[src/rtl/iu_pred_sched.sv]
`default_nettype none
// ============================================================================
//  Module      : iu_pred_sched
//  Description : Shares one multi-cycle next-PC predictor (iu) between
//                N_HART fetch requesters. Redirect (miss) requests win over
//                normal ones, round-robin within each class. One job is in
//                flight at a time. A job whose predictor result does not
//                arrive within TIMEOUT cycles completes with pc+4.
//  Ports       : clk, rst         - clock, synchronous active-high reset
//                req/req_miss     - per-hart request level / redirect flag
//                req_pc/req_insn  - per-hart PC (64b) and instruction (32b)
//                gnt              - one-hot pulse, request accepted
//                rsp_valid        - one-hot pulse, result for that hart
//                rsp_pc           - predicted (or fallback) PC
//                rsp_timeout      - result is the pc+4 fallback
//                iu_*             - predictor request / result interface
//                busy             - scheduler is not idle
//  Revision    : 1.0 - initial release
// ============================================================================
module iu_pred_sched #(
    parameter int N_HART  = 4,
    parameter int TIMEOUT = 16,
    parameter int CNT_W   = 8
) (
    input  logic                  clk,
    input  logic                  rst,
    input  logic [N_HART-1:0]     req,
    input  logic [N_HART-1:0]     req_miss,
    input  logic [64*N_HART-1:0]  req_pc,
    input  logic [32*N_HART-1:0]  req_insn,
    output logic [N_HART-1:0]     gnt,
    output logic [N_HART-1:0]     rsp_valid,
    output logic [63:0]           rsp_pc,
    output logic                  rsp_timeout,
    output logic                  iu_miss,
    output logic [63:0]           iu_pc_curr,
    output logic [31:0]           iu_insn_curr,
    input  logic [63:0]           iu_pc_pre,
    input  logic                  iu_pc_pre_oe,
    output logic                  busy
);

    localparam int c_IDX_W = $clog2(N_HART);

    typedef enum logic [1:0] {
        ST_IDLE  = 2'd0,
        ST_ISSUE = 2'd1,
        ST_WAIT  = 2'd2,
        ST_RESP  = 2'd3
    } state_t;

    state_t              r_state;
    logic [c_IDX_W-1:0]  r_rr_ptr;
    logic [c_IDX_W-1:0]  r_win;
    logic [CNT_W-1:0]    r_cnt;

    logic [N_HART-1:0]   w_miss_req;
    logic [N_HART-1:0]   w_cand;
    logic [c_IDX_W-1:0]  w_win;
    logic [c_IDX_W-1:0]  w_idx;
    logic                w_found;

    // Winner search: restrict candidates to redirect requests when any are
    // present, then take the first candidate at or after r_rr_ptr, wrapping.
    always_comb begin
        w_miss_req = req & req_miss;
        w_cand     = (|w_miss_req) ? w_miss_req : req;
        w_win      = '0;
        w_idx      = '0;
        w_found    = 1'b0;
        for (int i = 0; i < N_HART; i++) begin
            w_idx = c_IDX_W'((int'(r_rr_ptr) + i) % N_HART);
            if (!w_found && w_cand[w_idx]) begin
                w_win   = w_idx;
                w_found = 1'b1;
            end
        end
    end

    always_ff @(posedge clk) begin
        if (rst) begin
            r_state      <= ST_IDLE;
            r_rr_ptr     <= '0;
            r_win        <= '0;
            r_cnt        <= '0;
            gnt          <= '0;
            rsp_valid    <= '0;
            rsp_pc       <= '0;
            rsp_timeout  <= 1'b0;
            iu_miss      <= 1'b0;
            iu_pc_curr   <= '0;
            iu_insn_curr <= '0;
            busy         <= 1'b0;
        end else begin
            // Pulse outputs default low; each is raised for one state only.
            gnt       <= '0;
            rsp_valid <= '0;
            iu_miss   <= 1'b0;
            case (r_state)
                ST_IDLE: begin
                    if (|req) begin
                        r_win        <= w_win;
                        gnt          <= N_HART'(1) << w_win;
                        iu_miss      <= req_miss[w_win];
                        // The iu request registers double as the job's
                        // latched pc/insn for the rest of the job.
                        iu_pc_curr   <= req_pc[64*int'(w_win) +: 64];
                        iu_insn_curr <= req_insn[32*int'(w_win) +: 32];
                        busy         <= 1'b1;
                        r_state      <= ST_ISSUE;
                    end
                end
                ST_ISSUE: begin
                    r_cnt   <= '0;
                    r_state <= ST_WAIT;
                end
                ST_WAIT: begin
                    r_cnt <= r_cnt + 1'b1;
                    // A predictor result arriving on the timeout cycle wins.
                    if (iu_pc_pre_oe) begin
                        rsp_pc      <= iu_pc_pre;
                        rsp_timeout <= 1'b0;
                        rsp_valid   <= N_HART'(1) << r_win;
                        r_state     <= ST_RESP;
                    end else if (r_cnt == CNT_W'(TIMEOUT - 1)) begin
                        rsp_pc      <= iu_pc_curr + 64'd4;
                        rsp_timeout <= 1'b1;
                        rsp_valid   <= N_HART'(1) << r_win;
                        r_state     <= ST_RESP;
                    end
                end
                ST_RESP: begin
                    r_rr_ptr <= (r_win == c_IDX_W'(N_HART - 1)) ? '0 : r_win + 1'b1;
                    busy     <= 1'b0;
                    r_state  <= ST_IDLE;
                end
                default: begin
                    r_state <= ST_IDLE;
                end
            endcase
        end
    end

endmodule
`default_nettype wire

[config.mk]
export PLATFORM = sky130hd
export DESIGN_NAME = iu_pred_sched
export DESIGN_NICKNAME = d
export VERILOG_FILES = /design/src/rtl/iu_pred_sched.sv
export SDC_FILE = /design/constraint.sdc
export NUM_CORES = 1
export LEC_CHECK = 0
export BUFFER_PORTS_ARGS = -buffer_cell sky130_fd_sc_hd__buf_2
export CORE_AREA = 2 2 245 247
export CTS_CLUSTER_DIAMETER = 150
export DETAILED_ROUTE_END_ITERATION = 10
export DIE_AREA = 0 0 247 249
export HOLD_SLACK_MARGIN = 0.15
export PLACE_DENSITY = 0.42
export SYNTH_ARGS = -nofsm -noshare
export SYNTH_HDL_FRONTEND = slang
export SYNTH_SLANG_ARGS = --single-unit
[constraint.sdc]
create_clock -name clk -period 3.1 [get_ports clk]
set_clock_uncertainty 0.05 [all_clocks]
set_input_delay 0.31 -clock clk [delete_from_list [all_inputs] [get_ports clk]]
set_output_delay 0.31 -clock clk [all_outputs]
set_load 0.1 [all_outputs]
== Yosys cells after proc, flatten, opt, wreduce, memory -nomap -nowiden ==
Cells that the tools add are included.

* Flip-flop bits (word level): 185
* Bits of input ports: 459
* Output and inout bits: 171
* Logic and storage cells: 88

* Add/sub/neg operators: 6
* Magnitude comparators: 5
* Equal/unequal tests: 7
* Shift-type cells: 4
* Mux-type cells: 32
* Bitwise gates (word level): 4
* Reductions and logical operators: 18

{| class="wikitable"
|+ Operators by type and width
! operator !! count
|-
| indexed part select 256 x 9 -> 64 bit || 1
|-
| two-way mux 64 bit || 2
|-
| indexed part select 128 x 8 -> 32 bit || 1
|-
| adder 64 x 3 -> 64 bit, second input constant || 1
|-
| two-way mux 2 bit || 8
|-
| one-hot mux 8 bit (2 select lines) || 1
|-
| < comparator 2 x 3 -> 1 bit, second input constant || 5
|-
| two-way mux 4 bit || 3
|-
| two-way mux 1 bit || 11
|-
| binary-select mux 1 bit (select 2 bit) || 5
|-
| adder 8 x 1 -> 8 bit, second input constant || 1
|-
| == test 8 x 4 -> 1 bit, second input constant || 1
|-
| one-hot mux 2 bit (4 select lines) || 1
|-
| AND reduction 2 bit || 4
|-
| OR reduction 4 bit || 2
|-
| left shift 1 x 2 -> 4 bit, first input constant || 2
|-
| == test 2 bit, second input constant || 3
|-
| nonzero test 2 bit || 3
|-
| adder 2 x 1 -> 2 bit, second input constant || 2
|-
| adder 2 bit, second input constant || 2
|-
| bitwise AND 4 bit || 1
|-
| logical AND 1 bit || 3
|-
| zero test 1 bit || 3
|-
| inequality test 3 bit, second input constant || 1
|-
| other kinds (7) || 9
|}

== Depth between registers and ports, before layout ==
* Depth after elaboration: 17
* Mapped depth: 10
* Gate-level depth less buffers: 8

== Worst setup path after synthesis ==
OpenSTA, ideal clock, no wires.

* Kind: register -> register
* From: register iu_pc_curr[13]
* To: register rsp_pc[53]
* Setup time: 0.132 ns
* Arrival: 2.855 ns
* Data required time: 2.918 ns
* Setup slack: 0.063 ns
* Cell stages (with the launch flop): 9
* Path buffers: 1
* Period minus slack after synthesis: 3.037 ns
* Path through: dfxtp_1 -> and4_1 -> nand3_1 -> nor4_2 -> buf_2 -> nand3_1 -> xnor2_1 -> o21ai_0 -> a21oi_1

* Word-level cells in the longest chain between the ends: 3

{| class="wikitable"
|+ RTL lines
! what !! RTL line !! text
|-
| start: declaration || 36 || <nowiki>output logic [63:0] iu_pc_curr,</nowiki>
|-
| start signal: assignment || 107 || <nowiki>iu_pc_curr <= req_pc[64*int'(w_win) +: 64];</nowiki>
|-
| adder 64 x 3 -> 64 bit || 126 || <nowiki>rsp_pc <= iu_pc_curr + 64'd4;</nowiki>
|-
| two-way mux 64 bit || 125 || <nowiki>end else if (r_cnt == CNT_W'(TIMEOUT - 1)) begin</nowiki>
|-
| two-way mux 64 bit || 120 || <nowiki>if (iu_pc_pre_oe) begin</nowiki>
|-
| end signal: assignment || 121 || <nowiki>rsp_pc <= iu_pc_pre;</nowiki>
|-
| end signal: assignment || 126 ||
|-
| end: declaration || 33 || <nowiki>output logic [63:0] rsp_pc,</nowiki>
|}

No other way between the ends. The select of a mux whose other input is x is not followed.
A chain may end at the register's enable or synchronous reset.

== Worst setup path in the final report ==
* From: input port req[0]
* To: register iu_insn_curr[25]

* Word-level cells in the longest chain between the ends: 16
* Elaborated cells between the ends (all ways): 27
* Classes of those cells: shift (1); mux (16); bitwise (1); reduce/logical (9)

{| class="wikitable"
|+ RTL lines
! what !! RTL line !! text
|-
| start: declaration || 27 || <nowiki>input logic [N_HART-1:0] req,</nowiki>
|-
| bitwise AND 4 bit || 66 || <nowiki>w_miss_req = req & req_miss;</nowiki>
|-
| OR reduction 4 bit || 67 || <nowiki>w_cand = (|w_miss_req) ? w_miss_req : req;</nowiki>
|-
| two-way mux 4 bit || 67 ||
|-
| binary-select mux 1 bit (select 2 bit) || 73 || <nowiki>if (!w_found && w_cand[w_idx]) begin</nowiki>
|-
| two-way mux 1 bit (not written as such) || 73 ||
|-
| two-way mux 1 bit || 73 ||
|-
| zero test 1 bit || 73 ||
|-
| logical AND 1 bit || 73 ||
|-
| two-way mux 1 bit || 73 ||
|-
| zero test 1 bit || 73 ||
|-
| logical AND 1 bit || 73 ||
|-
| two-way mux 1 bit || 73 ||
|-
| zero test 1 bit || 73 ||
|-
| logical AND 1 bit || 73 ||
|-
| two-way mux 2 bit || 73 ||
|-
| indexed part select 128 x 8 -> 32 bit || 108 || <nowiki>iu_insn_curr <= req_insn[32*int'(w_win) +: 32];</nowiki>
|-
| end signal: assignment || 108 ||
|-
| end: declaration || 37 || <nowiki>output logic [31:0] iu_insn_curr,</nowiki>
|}

Several ways; a longest one is shown, not always the timed one. The select of a mux whose other input is x is not followed.

==> metrics.md <==
| Metric | Value |
|---|---|
| Outcome | finished clean |
| Hold slack | 0.1847 ns |
| Switching Share | 55.86% |
| Max IR drop VDD | 554.7 µV |
| DRC | 0 |
| Final worst slack | 0.02683 ns |
| Cell Int Power | 6.467 mW |
| Static Leak | 9.305 nW |
| CTS tree | built |
| Async set or reset register ratio after synthesis | 0% |
| Synth warn | 0 |
| Final setup viols | 0 |
| Cells after synthesis | 1207 |
| Final net count | 2723 |
| Type of the worst setup path | input pin to flip-flop |
| Top cells by area, synth | dfxtp_1 35%, mux2i_1 19%, o221ai_1 8.0% |
| Crit path DAT | 3.41 ns |
| Row count | 89 |
| Global-route usage over all layers | 19.83% |
| Die Y | 249 µm |
| Worst-path maximum fanout | 6 |
| Num ports | 630 |
| Final hold violation count | 0 |
| Die ar. | 61500 µm² |
| CP Capture Type | flip-flop |
| Clock Tree Root | clkbuf_16 |
| Ys flop type | dfxtp_1 |
| Max frequency | 0.3254 GHz |
| Period utilization | 99.13% |
| First-pass GRT wire length | 89770 µm |
| Net Sw Power | 8.184 mW |
| Synth Net Count | 1675 |
| Clock latency on the worst-skew pair | 0.50 ns |
| Pwr per Cell Area | 746.2 nW/µm² |
| Core region area | 58690 µm² |
| Worst-Margin Slew | 0.7354 ns |
| Seq/Total Area, Yosys | 35.06% |
| Clock Power Share | 14.9% |
| Via count | 13850 |
| Placed cell count | 2603 |
| Avg Inst Size Synth | 8.752 µm² |
| Sequential Power Share | 24.1% |
| Detail Route Antenna Nets | 0 |
| Port Buf Inserts | 629 |
| H-tree depth | 4 |
| Post-route insts no fill | 3048 |
| Die span in x | 247 µm |
| GR Overflow Total | 0 |
| Vias in the first global route | 14210 |
| Post-synth EDFFs | 0 |
| Placed instance area | 14960 µm² |
| Placer Congestion | 0.9500 |
| Nature of the critical path startpoint | input pin |
| Post-DP HPWL | 47710 µm |
| Drt via density | 4.545 |
| P&R area growth vs syn | 85.86% |
| Layout fillers | 6083 |
| Fin. max-slew vios | 0 |
| Num CTS Buffers | 17 |
| Initial detailed-routing violation count | 712 |
| Routed Wire Length | 62860 µm |
| Initial core utilization | 18.00% |
| Largest net degree at the start of global routing | 63 |
| Max-Cap Viols | 0 |
| Area leader, netlist | dfxtp_1 |
| Post-route minimum period | 3.073 ns |
| Post-layout instance area | 19630 µm² |
| Relative slew slack | 50.98% |
| RSZ-0062 raised after global routing | yes |
| DP Worst Slack | 0.1919 ns |
| Synth unique cells | 48 |
| Top-area cell type share of the netlist area | 35.06% |
| TritonRoute pass-1 iters | 5 |
| Hold WC Path Type | input pin to flip-flop |
| Clk buf depth | 2 |
| Register bit total from synthesis | 185 |
| Worst Path Required | 3.44 ns |
| Synthesized area | 10560 µm² |
| Clock slew at reported path FFs | 0.08 ns |
| Initial antenna violation count | 17 |
| Share of layout cells above drive strength 1 | 33.82% |
| Comb power frac | 61.0% |
| Clock sinks | 185 |
| DR WL/cell | 20.62 µm |
## critical path, stage by stage
cell	delay [ns]
buf_2	0.13
a222oi_1	0.40
a21oi_1	0.20
o21ai_0	0.20
a21boi_1	0.12
a41oi_4	0.24
buf_12	0.19
buf_6	0.14
mux2i_1	0.18
dlygate4sd3_1	0.57
o221ai_1	0.11
dlygate4sd3_1	0.59
## cells in the final DEF, fill, tap and decap left out, drive strengths merged, types with 9 or more instances in the layout
cell	Yosys	routed
a21oi	43	43
a31oi	23	23
and3	20	20
and4	9	9
buf	26	726
clkbuf	66	21
dfxtp	185	185
dlygate4sd3	0	394
ha	9	9
inv	15	18
mux2i	199	199
nand2	212	212
nand3	47	47
nand4	20	20
nor2	51	51
nor3	10	10
o21ai	35	35
o221ai	96	96
o22ai	10	10
xnor2	44	44
xor2	17	17
## sequential cells by signal (all words and copies together) (netlist names), 2 cells and up
name	count
iu_pc_curr	64
r_cnt	8
r_rr_ptr	2
r_state	2
gnt	4
rsp_pc	64
iu_insn_curr	32
r_win	2
rsp_valid	4
## power groups by stage
stage                     sequential (mW)  combinational (mW)  clock, mW
after floorplan                      7.42                1.88          0
after global placement               3.57                8.17          0
after detailed placement             3.57                8.18          0
after CTS                            3.52                8.85       2.28
after global routing                 3.60                9.29       2.36
final                                3.53                8.93       2.19
## stage by stage
step	total power [mW]	TNS [ns]	util (%)
finish	14.65	0	33.46
global route	15.26	-0.2701	33.45
CTS	14.66	0	33.14
detailed placement	11.75	0	25.50
global placement	11.73	0	25.50
floorplan	9.306	0	-
## synthesized netlist by cell type (11+ instances only)
library cell  count
a21oi_1          43
a31oi_1          23
and3_1           20
buf_12           11
clkbuf_1         59
dfxtp_1         185
inv_1            15
mux2i_1         199
nand2_1         212
nand3_1          47
nand4_1          20
nor2_1           51
o21ai_0          34
o221ai_1         96
xnor2_1          44
xor2_1           17
## final timing paths
check | start | end | slack [ns] | cells past startpoint
max | req[0] | iu_insn_curr[25]$_SDFFE_PP0P_ | 0.03 | 12
min | req_pc[210] | iu_pc_curr[18]$_SDFFE_PP0P_ | 0.18 | 3
max reg2reg | r_rr_ptr[0]$_SDFFE_PP0P_ | iu_insn_curr[25]$_SDFFE_PP0P_ | 0.09 | 11
min reg2reg | rsp_pc[52]$_SDFFE_PP0P_ | rsp_pc[52]$_SDFFE_PP0P_ | 0.40 | 2
## kinds of logic (layout without fill, tap and decap cells)
| kind of cell | Yosys count | in the layout | synth area share, % |
|---|---|---|---|
| and+or+nand+nor | 409 | 409 | 17.96 |
| buffers and inverters | 107 | 1168 | 6.064 |
| DFF | 185 | 185 | 35.06 |
| other | 0 | 7 | 0 |
| xor gates and xnor gates | 61 | 61 | 5.057 |
| adders and majority gates | 9 | 9 | 1.066 |
| muxes | 199 | 199 | 18.86 |
| AOI/OAI and AO/OA | 237 | 237 | 15.94 |
## per-layer routing
metal  track usage [%]  wire length, µm
met3             3.448             3358
met5                 0               13
met4             6.833             1617
met2             33.83            30720
met1             24.94            27160
## final cells by class
| class | instances | area, µm² | area share (%) |
|---|---|---|---|
| diodes | 7 | 17.52 | 0.08922 |
| well taps | 773 | 967.2 | 4.926 |
| flip-flops and latches | 185 | 3704 | 18.86 |
| clock inverters | 12 | 92.59 | 0.4716 |
| repair buffers | 1121 | 8056 | 41.03 |
| inverters | 15 | 56.30 | 0.2868 |
| clock buffers | 20 | 446.7 | 2.275 |
| multi-input cells | 915 | 6294 | 32.05 |
## repair_timing
action,in CTS,in global routing
resized for setup,0,10
setup buffers,0,11
hold buffers,394,0
endpoints found under the setup margin,0,7
hold endpoints to repair,148,0
Power figures use the tool's default switching activity.
